$ cat src/rtl/conv_encoder_tx.sv
// Rate-1/2 convolutional encoder (K=7, 171/133), MSB-first byte serialiser
// with hard {c0,c1} and soft-mapped symbols plus a K-1 zero tail per frame.
//
// Ports:
//   clk, rst                 clock, synchronous active-high reset
//   in_valid/in_ready        byte handshake; in_data payload, in_last ends frame
//   out_valid/out_ready      symbol handshake
//   out_sym                  {c0,c1} hard code bits
//   out_soft                 {soft(c0),soft(c1)}, two's complement
//   out_last                 final tail symbol of the frame
module conv_encoder_tx #(
    parameter int              K      = 7,
    parameter logic [K-1:0]    G0     = 7'o171,
    parameter logic [K-1:0]    G1     = 7'o133,
    parameter int              SOFT_W = 3
) (
    input  logic                  clk,
    input  logic                  rst,
    input  logic                  in_valid,
    output logic                  in_ready,
    input  logic [7:0]            in_data,
    input  logic                  in_last,
    output logic                  out_valid,
    input  logic                  out_ready,
    output logic [1:0]            out_sym,
    output logic [2*SOFT_W-1:0]   out_soft,
    output logic                  out_last
);

    localparam int CW = $clog2(K);
    localparam logic [CW-1:0] TAIL_END = CW'(K - 2);

    localparam int SOFT_MAG = 2 ** (SOFT_W - 1) - 1;
    localparam logic [SOFT_W-1:0] SOFT_POS = SOFT_W'(SOFT_MAG);
    localparam logic [SOFT_W-1:0] SOFT_NEG = SOFT_W'(-SOFT_MAG);

    localparam logic [1:0] S_IDLE = 2'd0;
    localparam logic [1:0] S_DATA = 2'd1;
    localparam logic [1:0] S_TAIL = 2'd2;

    logic [1:0]    state_q, state_d;
    logic [K-2:0]  sr_q, sr_d;
    logic [2:0]    bit_cnt_q, bit_cnt_d;
    logic [CW-1:0] tail_cnt_q, tail_cnt_d;
    logic [7:0]    byte_q, byte_d;
    logic          last_q, last_d;

    logic          u;
    logic [K-1:0]  w;
    logic          c0, c1;
    logic          out_hs;

    // Tail and idle both feed zeros into the encoder.
    assign u = (state_q == S_DATA) ? byte_q[3'd7 - bit_cnt_q] : 1'b0;

    // sr[K-2] holds the most recent previous bit.
    assign w  = {u, sr_q};
    assign c0 = ^(w & G0);
    assign c1 = ^(w & G1);

    assign out_valid = (state_q != S_IDLE);
    assign out_last  = (state_q == S_TAIL) && (tail_cnt_q == TAIL_END);
    assign out_sym   = {c0, c1};
    assign out_soft  = {c0 ? SOFT_NEG : SOFT_POS,
                        c1 ? SOFT_NEG : SOFT_POS};
    assign out_hs    = out_valid & out_ready;

    // Next byte may be taken on the last data bit so consecutive
    // bytes of a frame stream without a bubble.
    assign in_ready = (state_q == S_IDLE) ||
                      ((state_q == S_DATA) && (bit_cnt_q == 3'd7) &&
                       out_ready && !last_q);

    always_comb begin
        state_d    = state_q;
        sr_d       = sr_q;
        bit_cnt_d  = bit_cnt_q;
        tail_cnt_d = tail_cnt_q;
        byte_d     = byte_q;
        last_d     = last_q;
        unique case (state_q)
            S_IDLE: begin
                if (in_valid) begin
                    byte_d    = in_data;
                    last_d    = in_last;
                    bit_cnt_d = 3'd0;
                    state_d   = S_DATA;
                end
            end
            S_DATA: begin
                if (out_hs) begin
                    sr_d      = {u, sr_q[K-2:1]};
                    bit_cnt_d = bit_cnt_q + 3'd1;
                    if (bit_cnt_q == 3'd7) begin
                        if (last_q) begin
                            state_d    = S_TAIL;
                            tail_cnt_d = '0;
                        end else if (in_valid) begin
                            byte_d = in_data;
                            last_d = in_last;
                        end else begin
                            state_d = S_IDLE;
                        end
                    end
                end
            end
            S_TAIL: begin
                if (out_hs) begin
                    sr_d       = {u, sr_q[K-2:1]};
                    tail_cnt_d = tail_cnt_q + CW'(1);
                    if (tail_cnt_q == TAIL_END) begin
                        state_d    = S_IDLE;
                        tail_cnt_d = '0;
                    end
                end
            end
            default: begin
                state_d = S_IDLE;
            end
        endcase
    end

    always_ff @(posedge clk) begin
        if (rst) begin
            state_q    <= S_IDLE;
            sr_q       <= '0;
            bit_cnt_q  <= 3'd0;
            tail_cnt_q <= '0;
            byte_q     <= 8'd0;
            last_q     <= 1'b0;
        end else begin
            state_q    <= state_d;
            sr_q       <= sr_d;
            bit_cnt_q  <= bit_cnt_d;
            tail_cnt_q <= tail_cnt_d;
            byte_q     <= byte_d;
            last_q     <= last_d;
        end
    end

endmodule

$ cat config.mk
export PLATFORM = sky130hd
export DESIGN_NAME = conv_encoder_tx
export DESIGN_NICKNAME = d
export VERILOG_FILES = /design/src/rtl/conv_encoder_tx.sv
export SDC_FILE = /design/constraint.sdc
export NUM_CORES = 1
export LEC_CHECK = 0
export BUFFER_PORTS_ARGS = -buffer_cell sky130_fd_sc_hd__buf_2
export CAP_MARGIN = 20
export CORE_MARGIN = 2
export CORE_UTILIZATION = 46
export CTS_CLUSTER_SIZE = 28
export DETAILED_ROUTE_END_ITERATION = 10
export PLACE_DENSITY = 0.75
export SETUP_SLACK_MARGIN = 0.4
export SLEW_MARGIN = 10
export SYNTH_ARGS = -nofsm -noshare
export SYNTH_HDL_FRONTEND = slang
export SYNTH_SLANG_ARGS = --single-unit
$ cat constraint.sdc
create_clock -name clk -period 2.9 [get_ports clk]
set_clock_uncertainty 0.2 [all_clocks]
set_input_delay 0 -clock clk [delete_from_list [all_inputs] [get_ports clk]]
set_output_delay 0 -clock clk [all_outputs]
set_load 0.02 [all_outputs]
# After elaboration in Yosys (flattened, before gate mapping)

Cells that the tools add are included.

Register bits: 23
Input port bits: 13
Word-level logic and storage cells: 75

Add/subtract/negate cells: 3
$lt $le $gt $ge: 1
Equal/unequal tests: 12
Mux-type cells: 33
Bitwise operators: 1
Reductions and logical operators: 19

Operators with widths:

| operator                                                                | count |
|---|---|
| 8-bit 2-to-1 mux                                                        | 4 |
| 3-bit 2-to-1 mux                                                        | 9 |
| 8-bit case mux with 2 select lines                                      | 1 |
| 2-bit 2-to-1 mux                                                        | 7 |
| 7-bit parity                                                            | 2 |
| 3-bit case mux with 2 select lines                                      | 2 |
| 2-bit inequality test, second input constant                            | 5 |
| 4-bit AND reduction                                                     | 2 |
| 1-bit 2-to-1 mux                                                        | 7 |
| 3-bit by 1-bit adder with 3-bit output, second input constant           | 2 |
| 3-bit == test, second input constant                                    | 2 |
| 2-bit case mux with 3 select lines                                      | 1 |
| 6-bit AND reduction                                                     | 1 |
| 2-bit nonzero test                                                      | 3 |
| 5-bit AND reduction                                                     | 1 |
| 1-bit logical AND                                                       | 4 |
| 3-bit by 4-bit < comparator with 1-bit output, second input constant    | 1 |
| 2-bit by 1-bit inequality test with 1-bit output, second input constant | 2 |
| 1-bit binary-select mux with 3-bit select                               | 1 |
| 3-bit inequality test, second input constant                            | 1 |
| 3-bit AND reduction                                                     | 1 |
| 3-bit subtractor, first input constant                                  | 1 |
| 2-bit by 1-bit == test with 1-bit output, second input constant         | 1 |
| 2-bit == test, second input constant                                    | 1 |
| 7 further kinds                                                         | 7 |

# Longest topological paths before layout

Gate-level depths: netlist (run 1).

Depth after elaboration: 6
Gate-level depth with buffers: 8

# Worst setup path before layout (run 1)

No wires, ideal clock.

Path type: reg-to-reg
Start: register bit_cnt_q[0]
End: register byte_q[7]
Setup time: 0.128 ns
Arrival: 1.704 ns
Setup slack: 0.869 ns
Stages on the path, launching flop included: 7
Buffers on the path: 0
Period minus slack after synthesis: 2.031 ns
Path through: dfxtp_1 ha_1 ha_1 nand3b_4 a221oi_4 mux2i_1 nor2_1

Word-level cells in the longest chain between the ends: 3

Ends and longest elaborated chain:

| item                                                       | RTL line | text |
|---|---|---|
| start: declaration                                         | 43       | `logic [2:0] bit_cnt_q, bit_cnt_d;` |
| start signal: assignment                                   | 134      | `bit_cnt_q <= bit_cnt_d;` |
| 3-bit == test                                              | 94       | `if (bit_cnt_q == 3'd7) begin` |
| 2-bit by 1-bit inequality test with 1-bit output (no line) | n/a      |  |
| 4-bit AND reduction (no line)                              | n/a      |  |
| end signal: assignment                                     | 136      | `byte_q <= byte_d;` |
| end: declaration                                           | 45       | `logic [7:0] byte_q, byte_d;` |

Every way passes these cells.
A chain may end at the register's enable or synchronous reset.

# Worst setup path after layout (run 1)

Start: register bit_cnt_q[0]
End: register byte_q[0]

The elaborated chain is that of the path after synthesis.

==> run_results.csv, run 1 <==
group,metric,value,unit
synth,synth-edff-count,0,
die,die_w,57.9,um
cts,clock_latency,0.31,ns
cts,cts_buffer_depth,2,
pwr,peakVddDrop,285,uV
placed_design,pre_cts_slack,0.595,ns
die,dieArea,3350,um^2
pwr,power.total,0.821,mW
die,coreArea,2760,um^2
die,die_h,57.9,um
placed_design,placedInstanceArea,1410,um^2
routing,drtIter0Drc,52,
cts,cts-root-buf,"clkbuf_4",
cts,cts_tree,"yes",
cts,cts_resized,0,
worst_setup_path,worstPathArrival,2.26,ns
cells_and_area,seqCellArea,460,um^2
sta,relSlewSlack,58.6,%
routing,ant_nets,0,
synth,syn_inst,142,
sta,layout_min_cycle_time,2.26,ns
synth,synth_top_area_share,34.4,%
global_routing,grtUsageTotal,16.9,%
hold_path,worstHoldPathCells,4,
sta,setup_slack,0.639,ns
synth,synth_ff_type,"dfxtp_1",
die,core.rowCount,19,
worst_setup_path,cp-end-kind,"flop",
worst_setup_path,required,2.90,ns
cells_and_area,drive_above_1_share,19.3,%
cells_and_area,multi_input_area,786,um^2
placed_design,port_buffers,21,
synth,yosys.area.top_type,"dfxtp_1",
synth,yosys_warnings,0,
cts,clk_pin_slew,0.12,ns
routing,dr.pass1.iters,4,
global_routing,grt_max_degree,24,
routing,remaining_drc_errors,0,
placed_design,gp_congestion,0.780,
synth,netlist_area,1340,um^2
cells_and_area,fin_util,57.3,%
cells_and_area,fillCellCount,255,
cts,cts_setup_buffers,0,
cells_and_area,n_antenna_cell,0,
routing,routed_via_density,5.46,
cells_and_area,fin_area,1580,um^2
sta,maxSlewViolCount,0,
synth,ys_ff_latch,23,
synth,ys_seq_area_share,34.4,%
routing,vias,1102,
synth,synth.area.top_cells,"dfxtp_1, mux2i_1, ha_1, nor2_1, buf_4",
sta,period_share,78.0,%
flow_run,drv_cap,0,
global_routing,grt_pass1_vias,1074,
worst_setup_path,r2r_cells,6,
cts,cts_made_buffers,3,
pwr,power.leakage,0.658,nW
sta,fmax,0.442,GHz
cells_and_area,syn_to_final_growth,18.1,%
sta,worstMarginPinSlew,0.605,ns
run_status,status,"finished clean",
placed_design,hpwl,1.85,mm
sta,finalSetupViolCount,0,
sta,setup_tns,0,ns
sta,rsz0062_at_grt,"no",
pwr,powerDensity,520,nW/um^2
global_routing,antenna_found_initial,0,
synth,syn_avg_cell_area,9.42,um^2
hold_path,worst_hold_path_type,"in -> reg",
worst_setup_path,cp_max_fo,8,
routing,routedWlPerCell,12.5,um
synth,ys_top_cells_by_count,"dfxtp_1, nor2_1, mux2i_1",
synth,synth_cell_types,41,
cells_and_area,final_nets,191,
global_routing,overflow,0,
die,io_pins,24,
global_routing,grt_pass1_wl,4.54,mm
routing,wl,2.52,mm
die,start_util,48.5,%
cts,cts_htree_levels,1,
worst_setup_path,start_kind,"flop",
sta,hold_viol_final,0,
synth,yosysMostFrequentCell,"dfxtp_1",
cts,clkSinkCount,23,
synth,synth-async-reset-ratio,0,%
worst_setup_path,crit_type,"reg -> reg",
==> path summary, 6_finish.rpt <==
path,from,end,slack (ns)
min,in_data[1],byte_q[1],0.25
min reg2reg,sr_q[5],sr_q[5],0.31
max reg2reg,bit_cnt_q[0],byte_q[0],0.64
max,bit_cnt_q[0],byte_q[0],0.64
==> per-layer routing <==
layer	part of all wire [%]	GRT usage, %	up-vias	routed length (um)
li1	-	-	549	-
met1	43	20.9	522	1100
met2	51	29.2	26	1280
met3	4.5	2.46	5	114
met4	1.3	7.31	0	34
met5	0	0	-	0
==> critical path: stages, from the launching register on <==
cell      delay, ns
dfxtp_1        0.48
ha_1           0.20
ha_1           0.24
nand3b_4       0.13
a221oi_4       0.59
mux2i_1        0.25
nor2_1         0.06
==> layout make-up <==
type	instances	area share, %
multi-input combinational	103	49.7
sequential	23	29.1
timing repair buffer	35	15.5
tap	31	2.45
clock buffer	3	1.43
inverter	6	1.43
clock inverter	1	0.317
==> power breakdown <==
| part | switching (mW) | total, mW | internal (mW) |
|---|---|---|---|
| sequential | 0.0211 | 0.364 | 0.343 |
| combinational | 0.170 | 0.310 | 0.141 |
| clock | 0.0948 | 0.146 | 0.0515 |
==> registers in the layout, summed over array words and instances, names as in the netlist <==
name / count
byte_q: 8
sr_q: 6
bit_cnt_q: 3
tail_cnt_q: 3
state_q: 2
last_q: 1
==> logic make-up after synthesis <==
| kind of cell | synth area share [%] |
|---|---|
| xor gates and xnor gates | 5.24 |
| muxes | 15.2 |
| other | 0.280 |
| adders and majority gates | 5.61 |
| AOI/OAI and AO/OA | 15.0 |
| buffers and inverters | 7.11 |
| and+or+nand+nor | 17.1 |
| DFF | 34.4 |
==> cells in the final DEF, fill, tap and decap left out, types with 2 or more instances in the layout <==
master         instances
a21oi_1                7
a221o_1                2
buf_2                 21
clkbuf_4               3
conb_1                 2
dfxtp_1               23
dlygate4sd3_1         14
ha_1                   6
inv_1                  5
mux2i_1               17
nand2_1                3
nand2b_1               4
nand3_1                4
nand3b_1               2
nor2_1                18
nor2b_1                4
o21ai_0                5
o21ai_1                2
xnor2_1                3
xor2_1                 5
==> stage by stage <==
| step | hold WS, ns | instances |
|---|---|---|
| floorplan | -0.131 | 143 |
| CTS | 0.247 | 202 |
| global placement | 0.0340 | 184 |
| finish | 0.247 | 202 |
| global route | 0.258 | 202 |
| detailed placement | 0.0425 | 184 |
==> what timing repair did <==
item,in CTS,in global routing
hold buffers,14,0
hold endpoints to repair,23,0
setup endpoints to repair,0,0
No activity file was read; power rests on OpenSTA's default activity.
==> run 2, diff against run 1 <==
- PLACE_DENSITY: 0.75 -> 0.77
- clock period: 2.9 -> 1.89 ns (I/O delays scaled with it)
==> run 2 against run 1 <==
The flow now finishes with violations (setup timing). Cell area up 32%. Sequential share of layout area decreased by 6.6 points. Clock-buffer cell count is 1 higher. Register-to-register slack got worse by 0.81 ns. First-iteration DRC count down 40%. Highest routed layer unchanged. Combinational power rose to 2.8 times the previous value. Routed wire length rose by 47%. Power is 100% higher. Critical endpoint is now out_sym[1]. Clock power up 58%. Non-clock buffer count up 24. Sequential power grew 56%.
==> run_results.csv, run 2 (synthesized netlist as in run 1, its figures left out) <==
group,metric,value,unit
routing,ant_nets,0,
sta,fmax,0.456,GHz
cells_and_area,n_antenna_cell,0,
cells_and_area,final_common_cell,"buf_4",
placed_design,placedInstanceArea,1550,um^2
hold_path,worstHoldPathCells,5,
die,die_w,57.9,um
routing,routed_via_density,5.52,
cells_and_area,final_cell_mix,"buf_4, dfxtp_1, nor2_1, mux2i_1",
die,die_h,57.9,um
worst_setup_path,cp_max_fo,4,
cells_and_area,seqCellArea,472,um^2
global_routing,grtUsageTotal,21.7,%
placed_design,hpwl,2.01,mm
routing,remaining_drc_errors,0,
sta,maxSlewViolCount,0,
cells_and_area,top_register,"byte_q",
routing,routed.top_layer,"met4",
cts,cts_made_buffers,3,
hold_path,worst_hold_path_type,"in -> reg",
sta,hold_viol_final,0,
cts,clock_latency,0.31,ns
pwr,powerDensity,793,nW/um^2
cts,clk_pin_slew,0.12,ns
worst_setup_path,worstPathArrival,2.00,ns
routing,routedWlPerCell,16.4,um
die,coreArea,2760,um^2
global_routing,antenna_found_initial,0,
sta,rsz0062_at_grt,"yes",
worst_setup_path,r2r_cells,10,
cells_and_area,largest_register_ffs,8,
pwr,power.leakage,0.832,nW
global_routing,overflow,0,
flow_run,drv_cap,0,
cells_and_area,biggestRegsByFlops,"byte_q: 8 flops, sr_q: 6 flops",
hold_path,hold_end,"bit_cnt_q[1]",
placed_design,gp_congestion,0.817,
cells_and_area,fin_util,75.9,%
global_routing,grt_max_degree,24,
cells_and_area,fin_area,2090,um^2
routing,wl_met1,1.62,mm
die,start_util,48.5,%
cells_and_area,drive_above_1_share,46.2,%
routing,vias,1248,
cts,cts_buffer_depth,2,
worst_setup_path,cp-end-kind,"output pin",
placed_design,dpl.cell_count,194,
global_routing,grt_pass1_wl,5.62,mm
worst_setup_path,reg2reg_from,"bit_cnt_q[0]",
pwr,power.total,1.66,mW
routing,wl_met2,1.95,mm
cells_and_area,final_cells,226,
cells_and_area,syn_to_final_growth,56.5,%
sta,period_share,116,%
cells_and_area,fillCellCount,167,
global_routing,grt_pass1_vias,1249,
sta,finalSetupViolCount,22,
routing,drtIter0Drc,31,
routing,wl,3.71,mm
worst_setup_path,crit_type,"reg -> out",
sta,layout_min_cycle_time,2.20,ns
run_status,status,"complete, but fails checks",
die,io_pins,24,
pwr,peakVddDrop,773,uV
routing,wl_met3,84,um
run_status,failed_checks,"setup timing",
die,dieArea,3350,um^2
worst_setup_path,r2r_slack,-0.17,ns
cts,cts_htree_levels,1,
hold_path,min-delay-start,"out_ready",
sta,setup_slack,-0.305,ns
routing,dr.pass1.iters,4,
worst_setup_path,start_kind,"flop",
worst_setup_path,rr_endpoint,"tail_cnt_q[1]",
worst_setup_path,required,1.69,ns
cells_and_area,multi_input_area,1020,um^2
cells_and_area,final_nets,215,
cts,cts-root-buf,"clkbuf_4",
die,core.rowCount,19,
cts,clkSinkCount,23,
cts,cts_tree,"yes",
placed_design,port_buffers,21,
==> run 2: where the power goes <==
part | internal [mW] | switching, mW
logic | 0.446 | 0.415
clock network | 0.0825 | 0.149
registers | 0.530 | 0.0375
total | 1.06 | 0.601
==> run 2: metal layers <==
| layer | GRT usage [%] | vias to the layer above |
|---|---|---|
| met4 | 9.97 | 0 |
| met5 | 0 | - |
| met1 | 25.5 | 612 |
| met3 | 2.01 | 7 |
| met2 | 39.6 | 30 |
| li1 | - | 599 |
==> run 2: worst max path at each step <==
| stage | start | to | slack [ns] | depth (start not counted) |
|---|---|---|---|---|
| global route | bit_cnt_q[0] | out_soft[2] | -0.40 | 6 |
| finish | bit_cnt_q[0] | out_sym[1] | -0.31 | 6 |
| floorplan | state_q[0] | byte_q[7] | -0.05 | 7 |
| global placement | bit_cnt_q[0] | tail_cnt_q[2] | -0.004 | 7 |
| detailed placement | state_q[1] | tail_cnt_q[2] | -0.05 | 6 |
| CTS | bit_cnt_q[0] | out_sym[1] | -0.33 | 6 |
==> run 2: worst max-delay path, cell delays in order (launching register included) <==
cell and delay (ns):
dfxtp_4 0.37, buf_6 0.09, mux4_2 0.52, a2bb2oi_4 0.17, o211ai_4 0.16, xor2_2 0.20, buf_4 0.17
==> run 2: cell type report <==
class,instances,share of cell area (%)
clock buffers,4,1.26
well taps,31,1.85
inverters,6,1.79
flip-flops and latches,23,22.5
multi-input cells,103,48.7
repair buffers,59,23.9
==> run 2: through the flow <==
step,TNS (ns),hold slack [ns],worst slack [ns]
detailed placement,-0.0704,0.0436,-0.0535
global route,-5.07,0.0579,-0.397
global placement,-0.00596,0.0352,-0.00382
floorplan,-0.387,-0.131,-0.0485
CTS,-1.95,0.0375,-0.328
finish,-3.32,0.0540,-0.305
==> run 2: repair_timing <==
action / 4_1_cts / 5_1_grt
endpoints found under the hold margin: 23 / 0
resized for setup: 43 / 24
pin swaps: 7 / 17
setup buffers: 7 / 9
setup endpoints to repair: 32 / 32
hold buffers: 12 / 0
gates cloned: 0 / 0
